`config.mk`:
```
export PLATFORM = sky130hd
export DESIGN_NAME = seq_divider_32by16
export DESIGN_NICKNAME = d
export VERILOG_FILES = /design/src/rtl/seq_divider_32by16.sv
export SDC_FILE = /design/constraint.sdc
export NUM_CORES = 1
export LEC_CHECK = 0
export CAP_MARGIN = 20
export CELL_PAD_IN_SITES_DETAIL_PLACEMENT = 0
export CELL_PAD_IN_SITES_GLOBAL_PLACEMENT = 1
export CORE_UTILIZATION = 44
export CTS_CLUSTER_DIAMETER = 80
export DETAILED_ROUTE_END_ITERATION = 7
export HOLD_SLACK_MARGIN = 0.03
export PLACE_DENSITY_LB_ADDON = 0.1
export SYNTH_ARGS = -nofsm -noshare
export SYNTH_HDL_FRONTEND = slang
export SYNTH_SLANG_ARGS = --single-unit
```
`constraint.sdc`:
```
create_clock -name clk -period 6.2 [get_ports clk]
set_clock_uncertainty 0.15 [all_clocks]
set_input_delay 0.62 -clock clk [delete_from_list [all_inputs] [get_ports clk]]
set_output_delay 0.62 -clock clk [all_outputs]
set_load 0.02 [all_outputs]
```
`src/rtl/seq_divider_32by16.sv`:
```
// Sequential restoring divider: 2W-bit unsigned dividend / W-bit divisor -> W-bit quotient/remainder.
// One quotient bit per clock; divide-by-zero and quotient overflow are resolved on accept.
module seq_divider_32by16 #(
  parameter int W = 16
) (
  input  logic           clk,
  input  logic           rst_n,
  input  logic           in_valid,
  output logic           in_ready,
  input  logic [2*W-1:0] dividend,
  input  logic [W-1:0]   divisor,
  output logic           out_valid,
  input  logic           out_ready,
  output logic [W-1:0]   quotient,
  output logic [W-1:0]   remainder,
  output logic           div_zero,
  output logic           ovf
);
  localparam int CW = $clog2(W+1);

  typedef enum logic [1:0] {IDLE, CALC, DONE} state_t;

  state_t        state, state_nxt;
  logic [W:0]    r, t, r_nxt;
  logic [W-1:0]  q, q_nxt, dvs;
  logic [CW-1:0] cnt;
  logic          accept, err_zero, err_ovf, ge;

  assign in_ready  = (state == IDLE);
  assign out_valid = (state == DONE);
  assign accept    = in_valid && in_ready;
  assign err_zero  = (divisor == '0);
  // High half >= divisor means the quotient needs more than W bits.
  assign err_ovf   = (dividend[2*W-1:W] >= divisor);

  // One restoring step: shift the next dividend bit into the partial remainder.
  assign t     = {r[W-1:0], q[W-1]};
  assign ge    = (t >= {1'b0, dvs});
  assign r_nxt = ge ? (t - {1'b0, dvs}) : t;
  assign q_nxt = {q[W-2:0], ge};

  always_ff @(posedge clk or negedge rst_n) begin
    if (!rst_n) state <= IDLE;
    else        state <= state_nxt;
  end

  always_comb begin
    state_nxt = state;
    unique case (state)
      IDLE: if (accept) state_nxt = (err_zero || err_ovf) ? DONE : CALC;
      CALC: if (cnt == CW'(1)) state_nxt = DONE;
      DONE: if (out_ready) state_nxt = IDLE;
      default: state_nxt = IDLE;
    endcase
  end

  always_ff @(posedge clk or negedge rst_n) begin
    if (!rst_n) begin
      r         <= '0;
      q         <= '0;
      dvs       <= '0;
      cnt       <= '0;
      quotient  <= '0;
      remainder <= '0;
      div_zero  <= 1'b0;
      ovf       <= 1'b0;
    end else begin
      unique case (state)
        IDLE: if (accept) begin
          dvs <= divisor;
          if (err_zero) begin
            div_zero  <= 1'b1;
            ovf       <= 1'b0;
            quotient  <= '1;
            remainder <= dividend[W-1:0];
          end else if (err_ovf) begin
            div_zero  <= 1'b0;
            ovf       <= 1'b1;
            quotient  <= '1;
            remainder <= '0;
          end else begin
            div_zero <= 1'b0;
            ovf      <= 1'b0;
            r        <= {1'b0, dividend[2*W-1:W]};
            q        <= dividend[W-1:0];
            cnt      <= CW'(W);
          end
        end
        CALC: begin
          r   <= r_nxt;
          q   <= q_nxt;
          cnt <= cnt - CW'(1);
          if (cnt == CW'(1)) begin
            quotient  <= q_nxt;
            remainder <= r_nxt[W-1:0];
          end
        end
        default: ;
      endcase
    end
  end
endmodule

```
==> impl_metrics.tcl, run 1 <==
set metrics [dict create \
    outcome "completed" \
    path_clk_slew_ns 0.07 \
    num_rows 40 \
    ys_warn_count 0 \
    syn_nets 736 \
    n_antenna_cell 0 \
    htreeDepth 3 \
    synth_flop_cell "dfrtp_1" \
    dp_hpwl_um 12110 \
    worstSetupStartpoint "divisor[9]" \
    area_growth_pct 23.30 \
    grt_max_degree 74 \
    clock.fmax_mhz 285.0 \
    dieArea_mm2 0.01319 \
    setup_tns_ns 0 \
    cts_tree "built" \
    vias 5109 \
    via_per_inst 5.702 \
    stdcell_count 896 \
    synth_seq_cells 89 \
    holdCritStartpoint "dvs[10]$_DFFE_PN0P_" \
    routabilityCongestion 0.8719 \
    clock-sinks 89 \
    rsz0062_at_grt "false" \
    top_level_ports 88 \
    cellPowerDensity_mw_per_mm2 600.1 \
    slowest_stage "clkdlybuf4s50_1" \
    synth_top_family_by_area "compound AO/OA/AOI/OAI gates" \
    drtIter0Drc 473 \
    cts.path.max_buffers 2 \
    async_reset_ff_frac 1.000 \
    yosysSeqAreaShare 0.3976 \
    drc_errors 0 \
    crit_chain "clkdlybuf4s50_1 -> inv_1 -> ha_1 -> a21oi_1 -> o21ai_1 -> a41oi_1 -> or2_2 -> o2111ai_2 -> buf_4 -> and2_0 -> buf_4 -> a21oi_1" \
    p_leak_nw 2.997 \
    numCtsBuffers 9 \
    worst_setup_path_start_kind "input pin" \
    crit_family "buffers and inverters" \
    hold_class "flip-flop to flip-flop" \
    antenna_found_initial 0 \
    worst-endpoint-arrival_ns 3.57 \
    syn_area_mm2 0.005602 \
    cp.required_ns 6.26 \
    synth-edff-count 0 \
    core_mm2 0.01221 \
    fin_nets 810 \
    setup-violations-final 0 \
    max-slew-margin-rel 0.3256 \
    first_pass_iters 5 \
    root_buffer "clkbuf_16" \
    r2r_slack_ns 2.74 \
    synth_xor_area_frac 0.01094 \
    cpPeakStageDelay_ns 0.49 \
    start_util 0.4587 \
    r2r_start "r[7]$_DFFE_PN0P_" \
    post_cts_buffers 0 \
    final_util 0.5656 \
    avgSynthCellArea_um2 8.631 \
    slew_viol_final 0 \
    synthCells 649 \
    drive_above_1_share 0.08654 \
    synth.mux.area_fraction 0.04333 \
    yosys.area_share.adder 0.07952 \
    crit_fanout 33 \
    portBuffers 87 \
    grt_util_all_layers 0.2639 \
    cap_violations 0 \
    crit_path_end_kind "flip-flop" \
    ir_worst_vdd_mv 0.2827 \
    grt_pass1_wl_um 26180 \
    dp_cells 878 \
    ant_nets 0 \
    synth.distinct_cells 68 \
    die_x_um 114.8 \
    insertion_delay_ns 0.34 \
    cp.buffers_inverters 4 \
    post_drt_wl_per_cell_um 18.42 \
    synth-simple-area-share 0.1655 \
    grt_pass1_vias 4858 \
    synth_compound_area_frac 0.2381 \
    gr-total-overflow 0 \
    post-route-min-period_ns 3.509 \
    crit_type "input pin to flip-flop" \
    period_share 0.5660 \
    hold-worst-slack_ns 0.3305 \
    finalWirelength_um 16510 \
    worstMarginPinSlew_ns 1.008 \
    fp.dieH_um 114.8 \
    finalHoldViolCount 0 \
]
-- worst register-to-register path: stages, from the launching register on --
cell and delay [ns]:
dfrtp_1 0.41, ha_1 0.55, nand2_1 0.24, nor2_1 0.14, nand3_1 0.18, a311oi_4 0.84
o21ai_0 0.27, a21oi_1 0.41, o22a_1 0.21
-- cells in the mapped netlist, drive strengths merged (4+ instances only) --
| library cell | n | share of area |
|---|---|---|
| buf | 16 | 0.016 |
| ha | 34 | 0.076 |
| dfrtp | 89 | 0.40 |
| mux2i | 4 | 0.0071 |
| nand4 | 4 | 0.0045 |
| mux2 | 18 | 0.036 |
| nor4 | 6 | 0.0067 |
| nor2 | 40 | 0.027 |
| xnor2 | 4 | 0.0063 |
| nand2 | 106 | 0.071 |
| nor2b | 6 | 0.0067 |
| nor3 | 11 | 0.0098 |
| o211ai | 17 | 0.023 |
| o21ai | 41 | 0.037 |
| nand2b | 6 | 0.0067 |
| a31oi | 18 | 0.020 |
| a21oi | 68 | 0.063 |
| o21a | 4 | 0.0054 |
| nand3 | 12 | 0.011 |
| a211oi | 8 | 0.012 |
| inv | 55 | 0.037 |
| a21o | 9 | 0.012 |
| clkbuf | 18 | 0.012 |
-- metrics by stage --
step                      total power [mW]  setup slack, ns  instance area (um2)
after floorplan                      2.814            3.331                 5602
after CTS                            4.124            2.374                 6892
final                                4.145            2.691                 6907
after detailed placement             3.570            2.014                 6590
after global routing                 4.457            2.535                 6907
after global placement               3.525            2.109                 6590
-- where the power goes --
group	internal, mW	leakage [nW]	switching, mW	total (mW)
sequential	0.858	1.04	0.191	1.05
combinational	1.03	1.82	1.54	2.56
clock	0.296	0.142	0.235	0.531
-- state kept, by name, summed over array words and instances, names as in the netlist --
signal	flops
cnt	5
remainder	16
r	16
quotient	16
state	2
ovf	1
div_zero	1
q	16
dvs	16
-- placed cells by master, fill, tap and decap left out, types with 3 or more instances in the layout --
master	count
nand2_1	105
dfrtp_1	89
clkdlybuf4s50_1	86
a21oi_1	65
inv_1	55
nor2_1	39
o21ai_0	35
ha_1	34
a31oi_1	18
mux2_2	18
o211ai_1	17
nand3_1	12
nor3_1	11
a21o_1	9
clkbuf_16	9
buf_4	9
a211oi_1	7
nand2b_1	6
nor4_1	6
nor2b_1	6
o21ai_1	4
o21a_1	4
nand4_1	4
xnor2_1	4
mux2i_1	4
or2_2	3
o22ai_1	3
a221o_1	3
or3_1	3
xor2_1	3
o21bai_1	3
o22a_1	3
-- layer usage --
metal | vias to the layer above | global-route usage | share of wire
li1 | 2439 | - | -
met1 | 2442 | 0.4036 | 0.48
met2 | 213 | 0.3758 | 0.43
met3 | 15 | 0.04692 | 0.076
met4 | 0 | 0.08225 | 0.018
met5 | - | 0 | 0
-- logic make-up after synthesis --
family,count (synthesis)
AOI/OAI and AO/OA,199
xor gates and xnor gates,7
adders and majority gates,35
buffers and inverters,89
DFF,89
muxes,22
and+or+nand+nor,208
-- cell type report --
class,instances,area (um2)
clock buffers,11,252.7
clock inverters,5,38.79
fillers,1177,5305
inverters,55,206.4
multi-input cells,471,3018
flip-flops and latches,89,2227
well taps,168,210.2
repair buffers,97,953.4
-- worst paths after layout --
| kind | end | cells past startpoint |
|---|---|---|
| worst max-delay path | quotient[4]$_DFFE_PN0P_ | 12 |
| max in group asynchronous | quotient[5]$_DFFE_PN0P_ | 3 |
| worst min register to register | dvs[10]$_DFFE_PN0P_ | 2 |
| min in group asynchronous | dvs[7]$_DFFE_PN0P_ | 2 |
| worst max register to register | remainder[14]$_DFFE_PN0P_ | 8 |
| worst min-delay path | dvs[10]$_DFFE_PN0P_ | 2 |
-- what timing repair did --
item,CTS,global route
endpoints found under the setup margin,0,0
endpoints found under the hold margin,16,0
resized for setup,0,0
hold buffers,1,0
No activity file was read; power rests on OpenSTA's default activity.
==> run 2, diff against run 1 <==
--- a/config.mk
+++ b/config.mk
@@ -8,7 +8,7 @@
 export CAP_MARGIN = 20
 export CELL_PAD_IN_SITES_DETAIL_PLACEMENT = 0
 export CELL_PAD_IN_SITES_GLOBAL_PLACEMENT = 1
-export CORE_UTILIZATION = 44
+export CORE_UTILIZATION = 41
 export CTS_CLUSTER_DIAMETER = 80
 export DETAILED_ROUTE_END_ITERATION = 7
 export HOLD_SLACK_MARGIN = 0.03
==> constraint.sdc (replaced) <==
create_clock -name clk -period 3.25 [get_ports clk]
set_clock_uncertainty 0.15 [all_clocks]
set_input_delay 0.325 -clock clk [delete_from_list [all_inputs] [get_ports clk]]
set_output_delay 0.325 -clock clk [all_outputs]
set_load 0.02 [all_outputs]
==> impl_metrics.tcl, run 2 (synthesis results as in run 1) <==
set metrics [dict create \
    via_per_inst 5.576 \
    route.top_layer_used "met4" \
    pre_cts_ws_ns -0.03358 \
    fin_nets 829 \
    post-route-min-period_ns 3.118 \
    p_clk_frac 0.123 \
    r2r_start "q[15]$_DFFE_PN0P_" \
    drtIter0Drc 327 \
    slowest_stage "fa_1" \
    met2_length_um 7764 \
    first_pass_iters 5 \
    root_buffer "clkbuf_16" \
    crit_chain "inv_1 -> ha_1 -> inv_1 -> fa_1 -> a21oi_2 -> o22ai_1 -> o211a_1 -> o21a_1 -> or3_1 -> a41o_1 -> a221o_1" \
    post_cts_buffers 0 \
    placed_area_mm2 0.006800 \
    post_drt_wl_per_cell_um 18.41 \
    path_clk_slew_ns 0.07 \
    portBuffers 87 \
    grt_pass1_wl_um 27520 \
    crit_family "compound AO/OA/AOI/OAI gates" \
    switching_share 0.4645 \
    die_x_um 118.9 \
    crit_path_end_kind "flip-flop" \
    max-slew-margin-rel 0.6015 \
    setup_slack_ns 0.1320 \
    crit_type "flip-flop to flip-flop" \
    routabilityCongestion 0.9006 \
    grt_util_all_layers 0.2540 \
    grt_pass1_vias 5008 \
    htreeDepth 3 \
    rsz0062_at_grt "false" \
    cp.required_ns 3.34 \
    n_fill_cell 1252 \
    combPwrFrac 0.629 \
    cts.path.max_buffers 2 \
    area_growth_pct 26.67 \
    worstMarginPinSlew_ns 0.5977 \
    final_cell_area_mm2 0.007096 \
    n_antenna_cell 0 \
    top_level_ports 88 \
    r2r_slack_ns 0.13 \
    vias 5141 \
    worst_setup_path_start_kind "flip-flop" \
    grt_max_degree 52 \
    core_mm2 0.01330 \
    setup-violations-final 0 \
    insertion_delay_ns 0.35 \
    power.internal_mw 4.341 \
    fp.dieH_um 118.9 \
    period_share 0.9594 \
    rr_endpoint "r[12]$_DFFE_PN0P_" \
    slew_viol_final 0 \
    holdPathStages 2 \
    drt-met1-wl_um 8210 \
    cap_violations 0 \
    crit_fanout 4 \
    antenna_found_initial 0 \
    worst-endpoint-arrival_ns 3.20 \
    gr-total-overflow 0 \
    hold_class "flip-flop to flip-flop" \
    power.switching_mw 3.765 \
    r2r_cells 11 \
    seqCellArea_mm2 0.002227 \
    numCtsBuffers 9 \
    power_frac_seq 0.248 \
    outcome "completed" \
    ir_worst_vdd_mv 0.5308 \
    drive_above_1_share 0.1099 \
    drc_errors 0 \
    clock-sinks 89 \
    cts_tree "built" \
    final_cell_mix "nand2_1, dfrtp_1, clkdlybuf4s50_1" \
    cp.buffers_inverters 2 \
    clock.fmax_mhz 320.7 \
    multiInputGateArea_mm2 0.003023 \
    dieArea_mm2 0.01413 \
    finalPower_mw 8.105 \
    start_util 0.4213 \
    route.met3.wl_um 768 \
    final_common_cell "nand2_1" \
    cpPeakStageDelay_ns 0.42 \
    finalHoldViolCount 0 \
    finalWirelength_um 16970 \
    dp_hpwl_um 13010 \
    cellPowerDensity_mw_per_mm2 1142 \
    cpMostUsedCell "inv_1" \
    num_rows 42 \
    ant_nets 0 \
    whs_endpoint "dvs[6]$_DFFE_PN0P_" \
    p_leak_nw 3.090 \
    holdCritStartpoint "dvs[6]$_DFFE_PN0P_" \
]
==> run 2: cell type report <==
type | count | area share
clock inverter | 3 | 0.003350
clock buffer | 12 | 0.03615
inverter | 55 | 0.02910
sequential | 89 | 0.3139
multi-input combinational | 471 | 0.4260
timing repair buffer | 116 | 0.1605
tap | 176 | 0.03104
==> run 2: tightest hold or removal path, delay by kind of cell (launching register included) <==
kind,cells,cell delay [ns]
flip-flops,1,0.34
AND/OR/NAND/NOR,1,0.05
AO/OA/AOI/OAI,1,0.06
==> run 2: worst max path at each step <==
stage	start	to	depth (start not counted)
detailed placement	divisor[9]	q[13]$_DFFE_PN0P_	11
global placement	divisor[9]	q[8]$_DFFE_PN0P_	11
finish	q[15]$_DFFE_PN0P_	r[12]$_DFFE_PN0P_	11
floorplan	q[15]$_DFFE_PN0P_	r[12]$_DFFE_PN0P_	11
CTS	q[15]$_DFFE_PN0P_	r[12]$_DFFE_PN0P_	11
global route	q[15]$_DFFE_PN0P_	r[12]$_DFFE_PN0P_	11
==> run 2: what timing repair did <==
item	CTS	global route
setup endpoints to repair	0	3
hold endpoints to repair	38	0
gates resized for setup	0	2
hold buffers	1	0
==> run 2: power by group through the flow <==
stage,Sequential [mW],Clock [mW],Combinational [mW]
3_5_place_dp,2.02,0,5.05
6_report,2.01,1.00,5.10
5_1_grt,2.07,1.06,5.62
3_3_place_gp,2.00,0,4.99
4_1_cts,2.00,1.02,5.08
2_1_floorplan,2.12,0,3.25
==> run 2: per-layer routing <==
layer | track usage | up-vias
li1 | - | 2478
met1 | 0.3758 | 2505
met2 | 0.3849 | 139
met3 | 0.04215 | 19
met4 | 0.06250 | 0
met5 | 0 | -
==> run 2: per-stage QoR <==
step / std cells / setup TNS [ns] / hold WS (ns) / utilization
after floorplan: 649 / 0 / -0.1206 / -
after global placement: 906 / 0 / 0.1843 / 0.5115
after detailed placement: 906 / -0.4355 / 0.1909 / 0.5115
after CTS: 922 / 0 / 0.3368 / 0.5333
after global routing: 922 / 0 / 0.3724 / 0.5337
final: 922 / 0 / 0.3298 / 0.5337
